`src/rtl/simon_pkg.sv`:
```
// Shared SIMON key-schedule definitions: z sequences, round function, constants, FSM states.
// Word-level helpers work on 64-bit containers and mask down to the active word size n.
package simon_pkg;

   typedef enum logic [1:0] {IDLE, FWD, REV} state_t;

   // Bit i of sequence z_J is Z_SEQ[J][61-i] (leftmost character is index 0).
   localparam logic [61:0] Z_SEQ [5] = '{
      62'b11111010001001010110000111001101111101000100101011000011100110,
      62'b10001110111110010011000010110101000111011111001001100001011010,
      62'b10101111011100000011010010011000101000010001111110010110110011,
      62'b11011011101011000110010111100000010010001010011100110100001111,
      62'b11010001111001101011011000100000010111000011001010010011101111
   };

   function automatic logic [63:0] word_mask(input int n);
      return (n >= 64) ? {64{1'b1}} : ((64'd1 << n) - 64'd1);
   endfunction

   function automatic logic [63:0] ror_n(input logic [63:0] x, input int r, input int n);
      logic [63:0] v;
      v = x & word_mask(n);
      return ((v >> r) | (v << (n - r))) & word_mask(n);
   endfunction

   function automatic logic [63:0] round_f(input logic [63:0] a, input logic [63:0] b,
                                           input int n, input int m);
      logic [63:0] t;
      t = ror_n(a, 3, n) ^ ((m == 4) ? (b & word_mask(n)) : 64'd0);
      return t ^ ror_n(t, 1, n);
   endfunction

   function automatic logic [63:0] c_const(input int n);
      return word_mask(n) & ~64'd3;
   endfunction

   function automatic logic z_bit(input int sel, input int idx);
      logic [61:0] z;
      logic [5:0]  b;
      z = Z_SEQ[3'(sel)];
      b = 6'(61 - (idx % 62));
      return z[b];
   endfunction

endpackage

```
`src/rtl/simon_key_reverse_if.sv`:
```
// Load/stream bundle between the key scheduler (slave) and its controller/consumer (master).
interface simon_key_reverse_if #(
   parameter int N = 16,
   parameter int M = 4,
   parameter int T = 32
);
   logic                   start;
   logic [M*N-1:0]         key_in;
   logic                   busy;
   logic                   key_valid;
   logic                   key_ready;
   logic [N-1:0]           key_out;
   logic [$clog2(T)-1:0]   key_idx;
   logic                   done;

   modport master (output start, key_in, key_ready,
                   input  busy, key_valid, key_out, key_idx, done);
   modport slave  (input  start, key_in, key_ready,
                   output busy, key_valid, key_out, key_idx, done);
endinterface

```
`src/rtl/simon_key_step.sv`:
```
// One SIMON key-schedule step over the M-word window, forward (next word) or reverse (previous word).
module simon_key_step import simon_pkg::*; #(
   parameter int N = 16,
   parameter int M = 4
) (
   input  logic [M*N-1:0] i_win,
   input  logic           i_z,
   input  logic           i_rev,
   output logic [N-1:0]   o_word
);
   logic [63:0] w_a;
   logic [63:0] w_b;
   logic [63:0] w_base;
   logic [63:0] w_f;

   // Reverse inverts k[i] = c^z^k[i-M]^f(k[i-1],k[i-3]) by solving for k[i-M].
   always_comb begin
      if (i_rev) begin
         w_a    = 64'(i_win[(M-2)*N +: N]);
         w_b    = 64'(i_win[0 +: N]);
         w_base = 64'(i_win[(M-1)*N +: N]);
      end else begin
         w_a    = 64'(i_win[(M-1)*N +: N]);
         w_b    = 64'(i_win[N +: N]);
         w_base = 64'(i_win[0 +: N]);
      end
      w_f    = round_f(w_a, w_b, N, M);
      o_word = N'(c_const(N) ^ w_base ^ w_f ^ {63'd0, i_z});
   end
endmodule

```
`src/rtl/simon_key_reverse.sv`:
```
// SIMON inverse key scheduler: expands forward to the last M round keys, then streams
// k[T-1] .. k[0] over a valid/ready handshake by running the schedule backwards.
module simon_key_reverse import simon_pkg::*; #(
   parameter int N = 16,
   parameter int M = 4,
   parameter int T = 32,
   parameter int J = 0
) (
   input logic                clk,
   input logic                rst,
   simon_key_reverse_if.slave bus
);
   localparam int JW = $clog2(T + 1);
   localparam int IW = $clog2(T);

   state_t          r_state;
   state_t          w_state_nx;
   logic [M*N-1:0]  r_win;
   logic [JW-1:0]   r_j;
   logic [IW-1:0]   r_idx;
   logic            r_done;
   logic            w_hs;
   logic            w_last;
   logic            w_rev;
   logic            w_z;
   logic [N-1:0]    w_new;
   int              w_zidx;

   assign w_rev = (r_state == REV);

   always_comb begin
      w_zidx = int'(r_j);
      if (w_rev) w_zidx = (r_j == '0) ? 0 : int'(r_j) - 1;
      w_z = z_bit(J, w_zidx);
   end

   simon_key_step #(.N(N), .M(M)) u_step (
      .i_win  (r_win),
      .i_z    (w_z),
      .i_rev  (w_rev),
      .o_word (w_new)
   );

   always_comb begin
      w_state_nx = r_state;
      w_hs       = 1'b0;
      w_last     = 1'b0;
      unique case (r_state)
         IDLE: if (bus.start) w_state_nx = FWD;
         FWD:  if (r_j == JW'(T - M - 1)) w_state_nx = REV;
         REV: begin
            w_hs = bus.key_ready;
            if (w_hs && (r_idx == '0)) begin
               w_last     = 1'b1;
               w_state_nx = IDLE;
            end
         end
         default: w_state_nx = IDLE;
      endcase
   end

   // Once j reaches 0 the window only drains; r_idx keeps counting the remaining keys.
   always_ff @(posedge clk) begin
      if (rst) begin
         r_state <= IDLE;
         r_win   <= '0;
         r_j     <= '0;
         r_idx   <= '0;
         r_done  <= 1'b0;
      end else begin
         r_state <= w_state_nx;
         r_done  <= w_last;
         case (r_state)
            IDLE: if (bus.start) begin
               r_win <= bus.key_in;
               r_j   <= '0;
            end
            FWD: begin
               r_win <= {w_new, r_win[M*N-1:N]};
               r_j   <= r_j + JW'(1);
               if (r_j == JW'(T - M - 1)) r_idx <= IW'(T - 1);
            end
            REV: if (w_hs && !w_last) begin
               r_win <= {r_win[(M-1)*N-1:0], w_new};
               r_idx <= r_idx - IW'(1);
               if (r_j != '0) r_j <= r_j - JW'(1);
            end
            default: ;
         endcase
      end
   end

   assign bus.busy      = (r_state != IDLE);
   assign bus.key_valid = w_rev;
   assign bus.key_out   = r_win[(M-1)*N +: N];
   assign bus.key_idx   = r_idx;
   assign bus.done      = r_done;
endmodule

```
`src/flat_wrapper.sv`:
```
// flat-port wrapper written by rule: the top's interface ports become plain ports
module simon_key_reverse_flat import simon_pkg::*;
#(
   parameter int N = 16,
   parameter int M = 4,
   parameter int T = 32,
   parameter int J = 0
)
  (clk, rst, bus_start, bus_key_in, bus_key_ready, bus_busy, bus_key_valid, bus_key_out, bus_key_idx, bus_done);
  simon_key_reverse_if #(.N(N), .M(M), .T(T)) bus_i ();
  input logic clk;
  input logic rst;
  input wire logic [$bits(bus_i.start)-1:0] bus_start;
  input wire logic [$bits(bus_i.key_in)-1:0] bus_key_in;
  input wire logic [$bits(bus_i.key_ready)-1:0] bus_key_ready;
  output wire logic [$bits(bus_i.busy)-1:0] bus_busy;
  output wire logic [$bits(bus_i.key_valid)-1:0] bus_key_valid;
  output wire logic [$bits(bus_i.key_out)-1:0] bus_key_out;
  output wire logic [$bits(bus_i.key_idx)-1:0] bus_key_idx;
  output wire logic [$bits(bus_i.done)-1:0] bus_done;
  assign bus_i.start = bus_start;
  assign bus_i.key_in = bus_key_in;
  assign bus_i.key_ready = bus_key_ready;
  assign bus_busy = bus_i.busy;
  assign bus_key_valid = bus_i.key_valid;
  assign bus_key_out = bus_i.key_out;
  assign bus_key_idx = bus_i.key_idx;
  assign bus_done = bus_i.done;
  simon_key_reverse #(.N(N), .M(M), .T(T), .J(J)) u_core (.clk(clk), .rst(rst), .bus(bus_i));
endmodule
```
`config.mk`:
```
export PLATFORM = sky130hd
export DESIGN_NAME = simon_key_reverse_flat
export DESIGN_NICKNAME = d
export VERILOG_FILES = /design/src/rtl/simon_pkg.sv /design/src/rtl/simon_key_reverse_if.sv /design/src/rtl/simon_key_step.sv /design/src/rtl/simon_key_reverse.sv /design/src/flat_wrapper.sv
export SDC_FILE = /design/constraint.sdc
export NUM_CORES = 1
export LEC_CHECK = 0
export ABC_AREA = 1
export ABC_CLOCK_PERIOD_IN_PS = 4500
export CAP_MARGIN = 20
export CELL_PAD_IN_SITES_DETAIL_PLACEMENT = 0
export CELL_PAD_IN_SITES_GLOBAL_PLACEMENT = 1
export CORE_MARGIN = 2
export CORE_UTILIZATION = 40
export CTS_BUF_LIST = sky130_fd_sc_hd__clkbuf_8
export CTS_CLUSTER_SIZE = 10
export DETAILED_ROUTE_END_ITERATION = 6
export GPL_ROUTABILITY_DRIVEN = 1
export PLACE_DENSITY = 0.81
export SYNTH_ARGS = -nofsm -noshare
export SYNTH_HDL_FRONTEND = slang
export SYNTH_HIERARCHICAL = 1
export SYNTH_SLANG_ARGS = --single-unit
```
`constraint.sdc`:
```
create_clock -name clk -period 4.5 [get_ports clk]
set_clock_uncertainty 0.2 [all_clocks]
set_input_delay 0.9 -clock clk [delete_from_list [all_inputs] [get_ports clk]]
set_output_delay 0.9 -clock clk [all_outputs]
set_load 0.02 [all_outputs]
```
* After elaboration in Yosys (flattened, before gate mapping)
Memory sizes are Yosys's and may differ from the RTL's. Index checks and enable logic that the tools add are counted.
Cells by class: reduce and logical (&&, ||, !) cells 14, mux-type cells 23, divide/modulo/power cells 1, bitwise gates (word level) 7, add/subtract/negate cells 5, eq/ne operators 8, $lt $le $gt $ge 1
Operator list (number):
- $pmux 64 s3 | 1
- $mux 64 | 2
- $mux 32 | 2
- $mux 16 | 3
- $xor 16x16->16 | 3
- $mod 32x7->32 const B | 1
- $mux 6 | 3
- $pmux 6 s3 | 1
- $or 13x16->16 | 1
- $or 15x16->16 | 1
- $xor 16x1->16 | 1
- $not 14->14 | 1
- $mux 5 | 2
- $pmux 5 s2 | 1
- $reduce_and 3->1 | 3
- $ne 2x1->1 const B | 4
- $lt 6x7->1 const B | 1
- $sub 6x1->7 const B | 1
- $add 6x1->6 const B | 1
- $eq 6x5->1 const B | 1
- $logic_not 6->1 | 1
- $mux 2 | 3
- $pmux 2 s3 | 1
- $reduce_bool 6->1 | 1
- other kinds (14) | 19
Word-level totals: register bits 78, input bits 68, ROM bits 64, memories kept 1
Memory list:
- (name not given) | words 64, bits a word 1, rd ports 1, clocked after Yosys merged registers in 0, wr ports 0, line simon_pkg.sv:42 | return z[b];

* Logic depth before layout (Yosys ltp)
Gate-level depths: netlist (run 1).
word-level depth 10, depth in mapped cells 31, mapped depth without buffers 29

* By module
Netlist (run 1), hierarchy kept.
Modules (own cells, without submodules):
- simon_key_reverse | cells each 741, sequential area each 1561.5 um^2, instances 1, area an instance 5039.8 um^2
- simon_key_step | cells each 396, sequential area each 0.0 um^2, instances 1, area an instance 1745.4 um^2

* Worst setup path before layout (run 1)
Ideal clock, no wire load.
path type reg-to-reg, from reg u_core.r_state[0], to reg u_core.r_win[48], buffers on the path 2, setup slack 510 ps, cell stages (with the launch flop) 29, arrival time 3716 ps, cell sequence dfxtp_1 inv_1 ha_1 buf_4 nand2_4 nor2_4 nand3_4 nand2_1 inv_1 ha_1 nor2_1 nor2_1 ha_1 clkbuf_1 or2_2 o21ai_0 nand3_1 nand3_1 nand3_1 nand2_1 nand3b_1 nand2_1 nand2_1 inv_1 nor2_1 inv_1 o22ai_1 nand2_1 a31oi_1
Between the ends: elaborated cells between the ends (all ways) 26, those cells by class add/sub (1); div (1); eq/ne (4); mux (8); bitwise (6); reduce/logical (5); memory (1)
RTL lines:
- start: declaration | line simon_key_reverse.sv:16 | state_t r_state;
- start signal: assignment | line simon_key_reverse.sv:71 | r_state <= w_state_nx;
- $eq 2x2->1 | line simon_key_reverse.sv:29 | assign w_rev = (r_state == REV);
- net bus_key_valid | line flat_wrapper.sv:17 | output wire logic [$bits(bus_i.key_valid)-1:0] bus_key_valid;
- $mux 32 | line simon_key_reverse.sv:33 | if (w_rev) w_zidx = (r_j == '0) ? 0 : int'(r_j) - 1;
- $mod 32x7->32 | line simon_pkg.sv:41 | b = 6'(61 - (idx % 62));
- $sub 3x6->6 | line simon_pkg.sv:41
- $mem_v2 64x1
- $mux 1 (not written as such) | line simon_pkg.sv:42
- net u_core.w_z | line simon_key_reverse.sv:25 | logic w_z;
- $xor 16x1->16 | line simon_key_step.sv:28 | o_word = N'(c_const(N) ^ w_base ^ w_f ^ {63'd0, i_z});
- net u_core.w_new[0] | line simon_key_reverse.sv:26 | logic [N-1:0] w_new;
- $pmux 64 s3 | line simon_key_reverse.sv:73 | case (r_state)
- end signal: assignment | line simon_key_reverse.sv:75 | r_win <= bus.key_in;
- end signal: assignment | line simon_key_reverse.sv:79 | r_win <= {w_new, r_win[M*N-1:N]};
- end signal: assignment | line simon_key_reverse.sv:84 | r_win <= {r_win[(M-1)*N-1:0], w_new};
- end: declaration | line simon_key_reverse.sv:18 | logic [M*N-1:0] r_win;
The timed path passes the listed nets, and every way through them passes these cells. The select of a mux whose other input is x is not followed. A chain may end at the register's enable or synchronous reset.

* Worst setup path in the final report (run 1)
from reg u_core.r_j[0], to reg u_core.r_win[48]
Between the ends: longest elaborated chain between the ends 9, elaborated cells between the ends (all ways) 10, those cells by class add/sub (2); div (1); mux (4); bitwise (1); reduce/logical (1); memory (1)
RTL lines:
- start: declaration | line simon_key_reverse.sv:19 | logic [JW-1:0] r_j;
- start signal: assignment | line simon_key_reverse.sv:80 | r_j <= r_j + JW'(1);
- start signal: assignment | line simon_key_reverse.sv:86 | if (r_j != '0) r_j <= r_j - JW'(1);
- $sub 6x1->7 or $logic_not 6->1 (tied branches) | line simon_key_reverse.sv:33
- $mux 32 | line simon_key_reverse.sv:33
- $mux 32 * | line simon_key_reverse.sv:33
- $mod 32x7->32 * | line simon_pkg.sv:41
- $sub 3x6->6 * | line simon_pkg.sv:41
- $mem_v2 64x1 *
- $mux 1 (not written as such) * | line simon_pkg.sv:42
- net u_core.w_z | line simon_key_reverse.sv:25
- $xor 16x1->16 * | line simon_key_step.sv:28
- net u_core.w_new[0] | line simon_key_reverse.sv:26
- $pmux 64 s3 * | line simon_key_reverse.sv:73
Mark *: on every way through the listed nets, which the timed path passes. The rest lies on a longest branch. The select of a mux whose other input is x is not followed.

==> results of run 1 <==
[final cells by class]
| type | count | area, µm² |
|---|---|---|
| Multi-Input combinational cell | 851 | 4232 |
| Tap cell | 220 | 275.3 |
| Inverter | 124 | 474.2 |
| Sequential cell | 78 | 1562 |
| Clock buffer | 10 | 137.6 |
| Clock inverter | 6 | 68.82 |
| Timing Repair Buffer | 103 | 1013 |
| Fill cell | 1785 | 8821 |
[power groups by stage]
stage	sequential [mW]	combinational [mW]	clock, mW
finish	1.33	4.67	0.577
global route	1.38	5.29	0.620
CTS	1.33	4.65	0.595
detailed placement	1.34	4.63	0
global placement	1.35	4.60	0
floorplan	1.24	3.75	0
[through the flow]
| step | instances | total power, mW | cell area, µm² | util |
|---|---|---|---|---|
| floorplan | 1137 | 4.998 | 6785 | - |
| CTS | 1392 | 6.578 | 7762 | 0.4681 |
| detailed placement | 1376 | 5.970 | 7556 | 0.4556 |
| global placement | 1376 | 5.949 | 7556 | 0.4556 |
| finish | 1392 | 6.581 | 7762 | 0.4681 |
| global route | 1392 | 7.294 | 7762 | 0.4681 |
[flip-flops by register name, indices dropped and copies added (netlist names)]
| register | cells |
|---|---|
| u_core/r_state | 2 |
| u_core/r_win | 64 |
| u_core/bus.done | 1 |
| u_core/r_j | 6 |
| u_core/bus.key_idx | 5 |
[critical path, delay by kind of cell, from the launching register on]
kind	cells	cell delay, ns
and+or+nand+nor	17	1.81
adders and majority gates	2	0.69
AOI/OAI and AO/OA	3	0.37
buffers and inverters	4	0.33
DFF	1	0.53
[worst max path at each step]
stage                                               from                            end  depth (start not counted)
after floorplan           u_core/r_state[0]$_SDFFE_PP0P_  u_core/r_win[48]$_SDFFE_PP0P_                         28
after global placement        u_core/r_j[0]$_SDFFE_PP0P_  u_core/r_win[48]$_SDFFE_PP0P_                         26
after detailed placement      u_core/r_j[0]$_SDFFE_PP0P_  u_core/r_win[48]$_SDFFE_PP0P_                         26
after CTS                     u_core/r_j[0]$_SDFFE_PP0P_  u_core/r_win[48]$_SDFFE_PP0P_                         26
after global routing          u_core/r_j[0]$_SDFFE_PP0P_  u_core/r_win[48]$_SDFFE_PP0P_                         26
final                         u_core/r_j[0]$_SDFFE_PP0P_  u_core/r_win[48]$_SDFFE_PP0P_                         26
[metal layers]
metal,wire length [µm],global-route usage,share of wire,vias up
li1,-,-,-,3784
met1,11040,0.3599,0.53,3279
met2,8664,0.3404,0.41,155
met3,1091,0.04271,0.052,13
met4,156,0.04444,0.0074,2
met5,13,0,0.00062,-
[synthesized netlist by cell type (3+ instances only)]
cell                       count
sky130_fd_sc_hd__buf_4        20
sky130_fd_sc_hd__nand2_2       5
sky130_fd_sc_hd__nand2_1     431
sky130_fd_sc_hd__nor2_2        4
sky130_fd_sc_hd__nor2_1       16
sky130_fd_sc_hd__o22ai_1      32
sky130_fd_sc_hd__o21a_1        8
sky130_fd_sc_hd__ha_1         21
sky130_fd_sc_hd__buf_6        18
sky130_fd_sc_hd__clkbuf_1     38
sky130_fd_sc_hd__inv_2         3
sky130_fd_sc_hd__o21ai_1      71
sky130_fd_sc_hd__nand3_1      40
sky130_fd_sc_hd__a31oi_1      68
sky130_fd_sc_hd__inv_1       119
sky130_fd_sc_hd__a21oi_1      13
sky130_fd_sc_hd__xor2_1        8
sky130_fd_sc_hd__nand3b_1     15
sky130_fd_sc_hd__o21ai_0      95
sky130_fd_sc_hd__dfxtp_1      78
sky130_fd_sc_hd__buf_2         7
[logic make-up after synthesis]
family                     count (synthesis)  share of synthesized area
and+or+nand+nor                          527                     0.3251
AOI/OAI and AO/OA                        292                     0.2406
buffers and inverters                    208                     0.1484
DFF                                       78                     0.2301
adders and majority gates                 22                    0.04167
xor gates and xnor gates                  10                    0.01402
==> results.rst, run 1 <==
.. list-table::
   :header-rows: 1

   * - Metric
     - Value
   * - Outcome
     - finished, final reports clean
   * - Floorplan die width
     - around 130 µm
   * - Maximum VDD drop
     - roughly 0.79 mV
   * - Number of synthesized register bits
     - between 70 and 80
   * - EDFF count, synth
     - 0
   * - Hold-critical path depth
     - 1
   * - CTS hold repair buffers
     - 0
   * - WP data arrival
     - 4.12 ns
   * - Count of antenna-violating nets left after detailed routing
     - 0
   * - Count of distinct cell types in the synthesized netlist
     - 42
   * - Clock power share
     - 0.088
   * - Largest stage delay on the critical path
     - 0.53 ns
   * - CTS tree
     - yes
   * - Type of the most critical hold path
     - reg -> reg
   * - Total Negative Setup Slacks
     - 0 ns
   * - Most common cell after layout, fill and taps aside
     - sky130_fd_sc_hd__nand2_1
   * - Post-synthesis to final-layout area growth
     - 14.40%
   * - Length in cells of the worst reg-to-reg path
     - 26
   * - Number of buffers between clock root and the deepest sink
     - 2
   * - Area contributors post-synth
     - sky130_fd_sc_hd__nand2_1 (24%), sky130_fd_sc_hd__dfxtp_1 (23%), sky130_fd_sc_hd__o21ai_0 (7.0%)
   * - Internal reg-to-reg setup slack
     - a little under 0.5 ns
   * - Number of synthesis warnings
     - 6
   * - Number of instances resized during post-cts repair
     - 0
   * - Die area
     - 18020 µm²
   * - Routed wire length per instance
     - between 15 and 20 µm
   * - Reported net switching power
     - approximately 3.7 mW
   * - Nature of the critical path endpoint
     - register
   * - Total CTS buffers
     - 9
   * - Req. time, crit path
     - roughly 4.6 ns
   * - Iteration count of the initial detailed-routing pass
     - 5
   * - Wire length of the first global-routing pass
     - approximately 34 mm
   * - Num Clock Sinks
     - 78
   * - Share of synthesized area occupied by flip-flops and latches
     - 0.2301
   * - Worst Path Class, Setup
     - reg -> reg
   * - Worst slack at placement
     - 0.5351 ns
   * - Worst-path cell with the longest stage delay
     - sky130_fd_sc_hd__dfxtp_1
   * - Cell Rows
     - 47
   * - Final setup margin
     - a little under 0.5 ns
   * - Height of the chip
     - between 100 and 150 µm
   * - Clock latency on the worst-skew pair
     - about 0.38 ns
   * - Final-report max-slew violation count
     - 0
   * - F_max
     - around 250 MHz
   * - GRT Total Usage
     - 0.2344
   * - Sequential fraction of design power
     - 0.202
   * - Core region area
     - 16580 µm²
   * - Primary flip-flop cell chosen by synthesis mapping
     - sky130_fd_sc_hd__dfxtp_1
   * - Area leader, netlist
     - sky130_fd_sc_hd__nand2_1
   * - Cell area after synthesis
     - 6785 µm²
   * - Worst Hold Endpoint
     - u_core/bus.key_idx[0]$_SDFFE_PP0P_
   * - Effective utilization at floorplan
     - 0.4092
   * - Estimated wirelength of the detail-placed design
     - approximately 15 mm
   * - Static leakage power
     - between 3 and 4 nW
   * - IO Port Bufs
     - between 90 and 100
   * - Total setup buffers inserted after CTS
     - 0
   * - Number of levels in the clock H-tree
     - 3
   * - Clock-pin slew on the worst setup and hold paths
     - 0.10 ns
   * - Fraction of synthesized cell area taken by the top area cell type
     - 0.2384
   * - Count of endpoints failing setup in the final report
     - 0
   * - Top-level port count
     - a little over 90
   * - Net count after synthesis
     - between 1000 and 1500
   * - Final weighted congestion in routability-driven placement
     - just over 0.8
   * - Number of global-route vias before repair
     - about 6500
   * - Startpoint types
     - register
   * - Hold path startpoint
     - u_core/bus.key_idx[0]$_SDFFE_PP0P_
   * - Detailed-route DRC error count
     - 0
   * - Most frequent cells in the layout
     - sky130_fd_sc_hd__nand2_1 (431), sky130_fd_sc_hd__inv_1 (117), sky130_fd_sc_hd__o21ai_0 (95), sky130_fd_sc_hd__clkdlybuf4s50_1 (91), sky130_fd_sc_hd__dfxtp_1 (78)
   * - Number of inserted diodes
     - 0
   * - Shortest period the worst path allows
     - between 4 and 5 ns
   * - Total length of routed wires
     - 20.96 mm
   * - Tightest slew margin relative to the limit
     - 0.4822
   * - Ratio of routed vias to standard cells
     - 5.196
   * - Async set or reset register ratio after synthesis
     - 0
   * - Internal power contribution
     - roughly 2.8 mW
   * - Reg2reg end
     - u_core/r_win[48]$_SDFFE_PP0P_
   * - Part of the total power dissipated in combinational logic
     - 0.710
   * - Starting DRC count in detailed routing
     - roughly 660
   * - Maximum number of pins on one net before global-route repair
     - between 60 and 70
   * - Number of antenna violations at the first check in global routing
     - 1
   * - Reg-to-Reg Start
     - u_core/r_j[0]$_SDFFE_PP0P_
   * - Worst slew pin tran
     - 0.7768 ns
   * - Sw Ratio
     - 0.5683
   * - Hold Vio Cnt, Final
     - 0
   * - Root cell of the clock tree
     - sky130_fd_sc_hd__clkbuf_8
   * - RSZ-0062 raised after global routing
     - no
   * - Max-capacitance violation count
     - 0
   * - Global route total overflow
     - 0
   * - Critical path peak fanout
     - 10
   * - Post-route clock period utilization
     - 0.8903
   * - Synthesized instance count
     - around 1100
   * - Worst hold slack
     - 0.3068 ns
   * - Total power divided by cell area
     - 847.8 nW/µm²
   * - Fraction of layout instances using a drive strength above 1
     - 0.05119
   * - Post-layout net count
     - 1257
   * - Number of vias after detailed routing
     - 7233
   * - Mean instance size in the synthesized netlist
     - between 5 and 6 µm²
Power figures use the tool's default switching activity.
==> run 2, diff against run 1 <==
--- a/config.mk
+++ b/config.mk
@@ -5,18 +5,19 @@
 export SDC_FILE = /design/constraint.sdc
 export NUM_CORES = 1
 export LEC_CHECK = 0
-export ABC_AREA = 1
+export ABC_AREA = 0
 export ABC_CLOCK_PERIOD_IN_PS = 4500
 export CAP_MARGIN = 20
 export CELL_PAD_IN_SITES_DETAIL_PLACEMENT = 0
 export CELL_PAD_IN_SITES_GLOBAL_PLACEMENT = 1
 export CORE_MARGIN = 2
-export CORE_UTILIZATION = 40
+export CORE_UTILIZATION = 42
 export CTS_BUF_LIST = sky130_fd_sc_hd__clkbuf_8
 export CTS_CLUSTER_SIZE = 10
 export DETAILED_ROUTE_END_ITERATION = 6
 export GPL_ROUTABILITY_DRIVEN = 1
-export PLACE_DENSITY = 0.81
+export GPL_TIMING_DRIVEN = 1
+export PLACE_DENSITY = 0.8
 export SYNTH_ARGS = -nofsm -noshare
 export SYNTH_HDL_FRONTEND = slang
 export SYNTH_HIERARCHICAL = 1
==> results.rst, run 2 <==
.. list-table::
   :header-rows: 1

   * - Metric
     - Value
   * - EDFF count, synth
     - 0 (unchanged)
   * - Mean instance size in the synthesized netlist
     - 8.257 µm² (was 5.968 µm²)
   * - Area contributors post-synth
     - sky130_fd_sc_hd__dfxtp_1 (26%), sky130_fd_sc_hd__nor2_1 (9.0%), sky130_fd_sc_hd__a211oi_1 (8.3%) (was sky130_fd_sc_hd__nand2_1 (24%), sky130_fd_sc_hd__dfxtp_1 (23%), sky130_fd_sc_hd__o21ai_0 (7.0%))
   * - Critical path peak fanout
     - 7 (was 10)
   * - Estimated wirelength of the detail-placed design
     - 11.18 mm (was 14.89 mm)
   * - Effective utilization at floorplan
     - 0.4302 (was 0.4092)
   * - F_max
     - 230.6 MHz (was 249.6 MHz)
   * - Maximum number of pins on one net before global-route repair
     - 132 (was 69)
   * - Area leader, netlist
     - sky130_fd_sc_hd__dfxtp_1 (was sky130_fd_sc_hd__nand2_1)
   * - Root cell of the clock tree
     - sky130_fd_sc_hd__clkbuf_8 (unchanged)
   * - Iteration count of the initial detailed-routing pass
     - 5 (unchanged)
   * - Die area
     - 15240 µm² (was 18020 µm²)
   * - Outcome
     - finished, final reports clean (unchanged)
   * - Share of synthesized area occupied by flip-flops and latches
     - 0.2605 (was 0.2301)
   * - Number of inserted diodes
     - 0 (unchanged)
   * - Total power divided by cell area
     - 769.3 nW/µm² (was 847.8 nW/µm²)
   * - Core region area
     - 13930 µm² (was 16580 µm²)
   * - Tightest slew margin relative to the limit
     - 0.3634 (was 0.4822)
   * - Total CTS buffers
     - 9 (unchanged)
   * - Nature of the critical path endpoint
     - register (unchanged)
   * - Final-report max-slew violation count
     - 0 (unchanged)
   * - Synthesized instance count
     - 726 (was 1137)
   * - CTS hold repair buffers
     - 0 (unchanged)
   * - Number of synthesis warnings
     - 6 (unchanged)
   * - Worst slew pin tran
     - 0.9426 ns (was 0.7768 ns)
   * - Post-route clock period utilization
     - 0.9635 (was 0.8903)
   * - Count of endpoints failing setup in the final report
     - 0 (unchanged)
   * - Most flops, register
     - u_core/r_win (unchanged)
   * - Wire length of the first global-routing pass
     - 25.88 mm (was 33.67 mm)
   * - Fraction of layout instances using a drive strength above 1
     - 0.1258 (was 0.05119)
   * - Primary flip-flop cell chosen by synthesis mapping
     - sky130_fd_sc_hd__dfxtp_1 (unchanged)
   * - Total Negative Setup Slacks
     - 0 ns (unchanged)
   * - Global route total overflow
     - 0 (unchanged)
   * - Fraction of synthesized cell area taken by the top area cell type
     - 0.2605 (was 0.2384)
   * - Detailed-route DRC error count
     - 0 (unchanged)
   * - Starting DRC count in detailed routing
     - 437 (was 658)
   * - Top cells by count, synth
     - sky130_fd_sc_hd__nor2_1 (143), sky130_fd_sc_hd__dfxtp_1 (78), sky130_fd_sc_hd__a21oi_1 (77) (was sky130_fd_sc_hd__nand2_1 (431), sky130_fd_sc_hd__inv_1 (119), sky130_fd_sc_hd__o21ai_0 (95))
   * - Most common cell after layout, fill and taps aside
     - sky130_fd_sc_hd__nor2_1 (was sky130_fd_sc_hd__nand2_1)
   * - Net count after synthesis
     - 816 (was 1227)
   * - Post-layout net count
     - 872 (was 1257)
   * - Reg-to-Reg Start
     - u_core/r_state[0]$_SDFFE_PP0P_ (was u_core/r_j[0]$_SDFFE_PP0P_)
   * - Number of antenna violations at the first check in global routing
     - 0 (was 1)
   * - Worst hold slack
     - 0.3504 ns (was 0.3068 ns)
   * - Flip-flop count of the largest register, all copies and words added
     - 64 (unchanged)
   * - IO Port Bufs
     - 91 (unchanged)
   * - RSZ-0062 raised after global routing
     - yes (was no)
   * - Number of buffers between clock root and the deepest sink
     - 2 (unchanged)
   * - Shortest period the worst path allows
     - 4.336 ns (was 4.006 ns)
   * - Height of the chip
     - 123.5 µm (was 134.2 µm)
   * - Number of synthesized register bits
     - 78 (unchanged)
   * - GRT Total Usage
     - 0.2165 (was 0.2344)
   * - Ratio of routed vias to standard cells
     - 5.711 (was 5.196)
   * - Count of distinct cell types in the synthesized netlist
     - 58 (was 42)
   * - Type of the most critical hold path
     - reg -> reg (unchanged)
   * - Async set or reset register ratio after synthesis
     - 0 (unchanged)
   * - CTS tree
     - yes (unchanged)
   * - Routed wire length per instance
     - 16.93 µm (was 15.06 µm)
   * - Number of vias after detailed routing
     - 5523 (was 7233)
   * - Top-level port count
     - 92 (unchanged)
   * - Count of antenna-violating nets left after detailed routing
     - 0 (unchanged)
   * - CP startpoint
     - u_core/r_state[0]$_SDFFE_PP0P_ (was u_core/r_j[0]$_SDFFE_PP0P_)
   * - Number of global-route vias before repair
     - 5098 (was 6457)
   * - Final weighted congestion in routability-driven placement
     - 0.7999 (was 0.8257)
   * - Floorplan die width
     - 123.5 µm (was 134.2 µm)
   * - Hold path startpoint
     - u_core/bus.key_idx[1]$_SDFFE_PP0P_ (was u_core/bus.key_idx[0]$_SDFFE_PP0P_)
   * - WP data arrival
     - 4.37 ns (was 4.12 ns)
   * - Post-synthesis to final-layout area growth
     - 21.14% (was 14.40%)
   * - Num Clock Sinks
     - 78 (unchanged)
   * - Multi-input gate area in the final layout
     - 4053 µm² (was 4232 µm²)
   * - Register area
     - 1567 µm² (was 1562 µm²)
   * - Maximum VDD drop
     - 0.3302 mV (was 0.7912 mV)
   * - Clock-pin slew on the worst setup and hold paths
     - 0.09 ns (was 0.10 ns)
   * - Req. time, crit path
     - 4.53 ns (was 4.61 ns)
   * - Cell area after synthesis
     - 5994 µm² (was 6785 µm²)
   * - Cell Rows
     - 43 (was 47)
   * - Hold Vio Cnt, Final
     - 0 (unchanged)
   * - Most frequent cells in the layout
     - sky130_fd_sc_hd__nor2_1 (143), sky130_fd_sc_hd__clkdlybuf4s50_1 (90), sky130_fd_sc_hd__a21oi_1 (77), sky130_fd_sc_hd__dfxtp_1 (74) (was sky130_fd_sc_hd__nand2_1 (431), sky130_fd_sc_hd__inv_1 (117), sky130_fd_sc_hd__o21ai_0 (95), sky130_fd_sc_hd__clkdlybuf4s50_1 (91), sky130_fd_sc_hd__dfxtp_1 (78))
   * - Static leakage power
     - 2.850 nW (was 3.324 nW)
   * - Worst Path Class, Setup
     - reg -> reg (unchanged)
   * - Total of fill cells in the finished design
     - 1333 (was 1785)
   * - Most frequent cell after synthesis
     - sky130_fd_sc_hd__nor2_1 (was sky130_fd_sc_hd__nand2_1)
   * - Number of levels in the clock H-tree
     - 3 (unchanged)
   * - Clock latency on the worst-skew pair
     - 0.39 ns (was 0.38 ns)
   * - Total length of routed wires
     - 16.37 mm (was 20.96 mm)
   * - Post-layout total power
     - 5.587 mW (was 6.581 mW)
   * - Startpoint types
     - register (unchanged)
   * - Max-capacitance violation count
     - 0 (unchanged)
run 2: cell count changes after synthesis, sizes merged, moves of 41 or more:
| cell | change |
|---|---|
| a211oi | +64 |
| a21oi | +63 |
| a22oi | +66 |
| a31oi | -68 |
| inv | -107 |
| nand2 | -422 |
| nand3 | -41 |
| nor2 | +120 |
| o21ai | -164 |
run 2: final cells by class:
| cell class | count | share of cell area |
|---|---|---|
| multi-input cells | 551 | 0.5581 |
| inverters | 17 | 0.008787 |
| well taps | 180 | 0.03101 |
| flip-flops and latches | 78 | 0.2157 |
| clock buffers | 10 | 0.01895 |
| clock inverters | 6 | 0.004135 |
| repair buffers | 125 | 0.1633 |
run 2: timing repair:
item / CTS / global route
endpoints found under the setup margin: 2 / 2
setup buffers: 1 / 6
pin swaps: 1 / 16
gates resized for setup: 5 / 18
hold endpoints to repair: 0 / 0
run 2: report_power, final:
part / internal [mW] / leakage (nW) / switching, mW
Clock: 0.209 / 0.0944 / 0.282
Sequential: 0.985 / 0.645 / 0.415
Combinational: 1.79 / 2.11 / 1.91
run 2: final timing paths:
path | depth (start not counted) | slack (ns) | to
worst max register to register | 20 | 0.16 | u_core/r_win[48]$_SDFFE_PP0P_
worst min register to register | 2 | 0.35 | u_core/bus.key_idx[1]$_SDFFE_PP0P_
worst max-delay path | 20 | 0.16 | u_core/r_win[48]$_SDFFE_PP0P_
worst min-delay path | 2 | 0.35 | u_core/bus.key_idx[1]$_SDFFE_PP0P_
run 2: stage by stage:
| stage | cell area (µm²) | worst slack, ns | std cells | util |
|---|---|---|---|---|
| 3_3_place_gp | 6955 | 0.07554 | 944 | 0.4991 |
| 3_5_place_dp | 6955 | -0.06700 | 944 | 0.4991 |
| 6_report | 7262 | 0.1642 | 967 | 0.5211 |
| 5_1_grt | 7262 | -0.1469 | 967 | 0.5211 |
| 4_1_cts | 7161 | 0.01670 | 961 | 0.5139 |
| 2_1_floorplan | 6007 | 0.04066 | 726 | - |
run 2: kinds of logic (layout without fill, tap and decap cells):
logic type / after synthesis / after routing / synth area share
XOR/XNOR: 58 / 58 / 0.1215
AO/OA/AOI/OAI: 229 / 229 / 0.2574
buffers and inverters: 97 / 158 / 0.08036
multiplexers: 45 / 45 / 0.08453
adder cells (fa/ha/maj): 22 / 22 / 0.04717
flip-flops: 78 / 78 / 0.2605
AND/OR/NAND/NOR: 197 / 197 / 0.1486
run 2: metal layers:
metal  wire [µm]  vias to the layer above  global-route usage
met4         352                        0             0.09375
met1        7672                     2622              0.2946
met2        7560                      156              0.3438
met3         783                       28             0.02768
li1            -                     2717                   -
met5           0                        -                   0
run 2: worst max-delay path, cell delays in order (launching register included):
cell	delay, ns
sky130_fd_sc_hd__dfxtp_2	0.33
sky130_fd_sc_hd__inv_2	0.07
sky130_fd_sc_hd__ha_4	0.19
sky130_fd_sc_hd__buf_12	0.12
sky130_fd_sc_hd__nand3b_1	0.10
sky130_fd_sc_hd__o21ai_2	0.22
sky130_fd_sc_hd__ha_1	0.26
sky130_fd_sc_hd__nor2_1	0.09
sky130_fd_sc_hd__a21boi_1	0.07
sky130_fd_sc_hd__ha_2	0.20
sky130_fd_sc_hd__or3_4	0.38
sky130_fd_sc_hd__o211ai_4	0.22
sky130_fd_sc_hd__mux4_2	0.53
sky130_fd_sc_hd__nor3b_2	0.23
sky130_fd_sc_hd__nor3_2	0.07
sky130_fd_sc_hd__xor2_1	0.18
sky130_fd_sc_hd__xnor3_1	0.27
sky130_fd_sc_hd__a22oi_1	0.17
sky130_fd_sc_hd__a211oi_1	0.10
sky130_fd_sc_hd__a21oi_1	0.14
sky130_fd_sc_hd__nor2_1	0.05
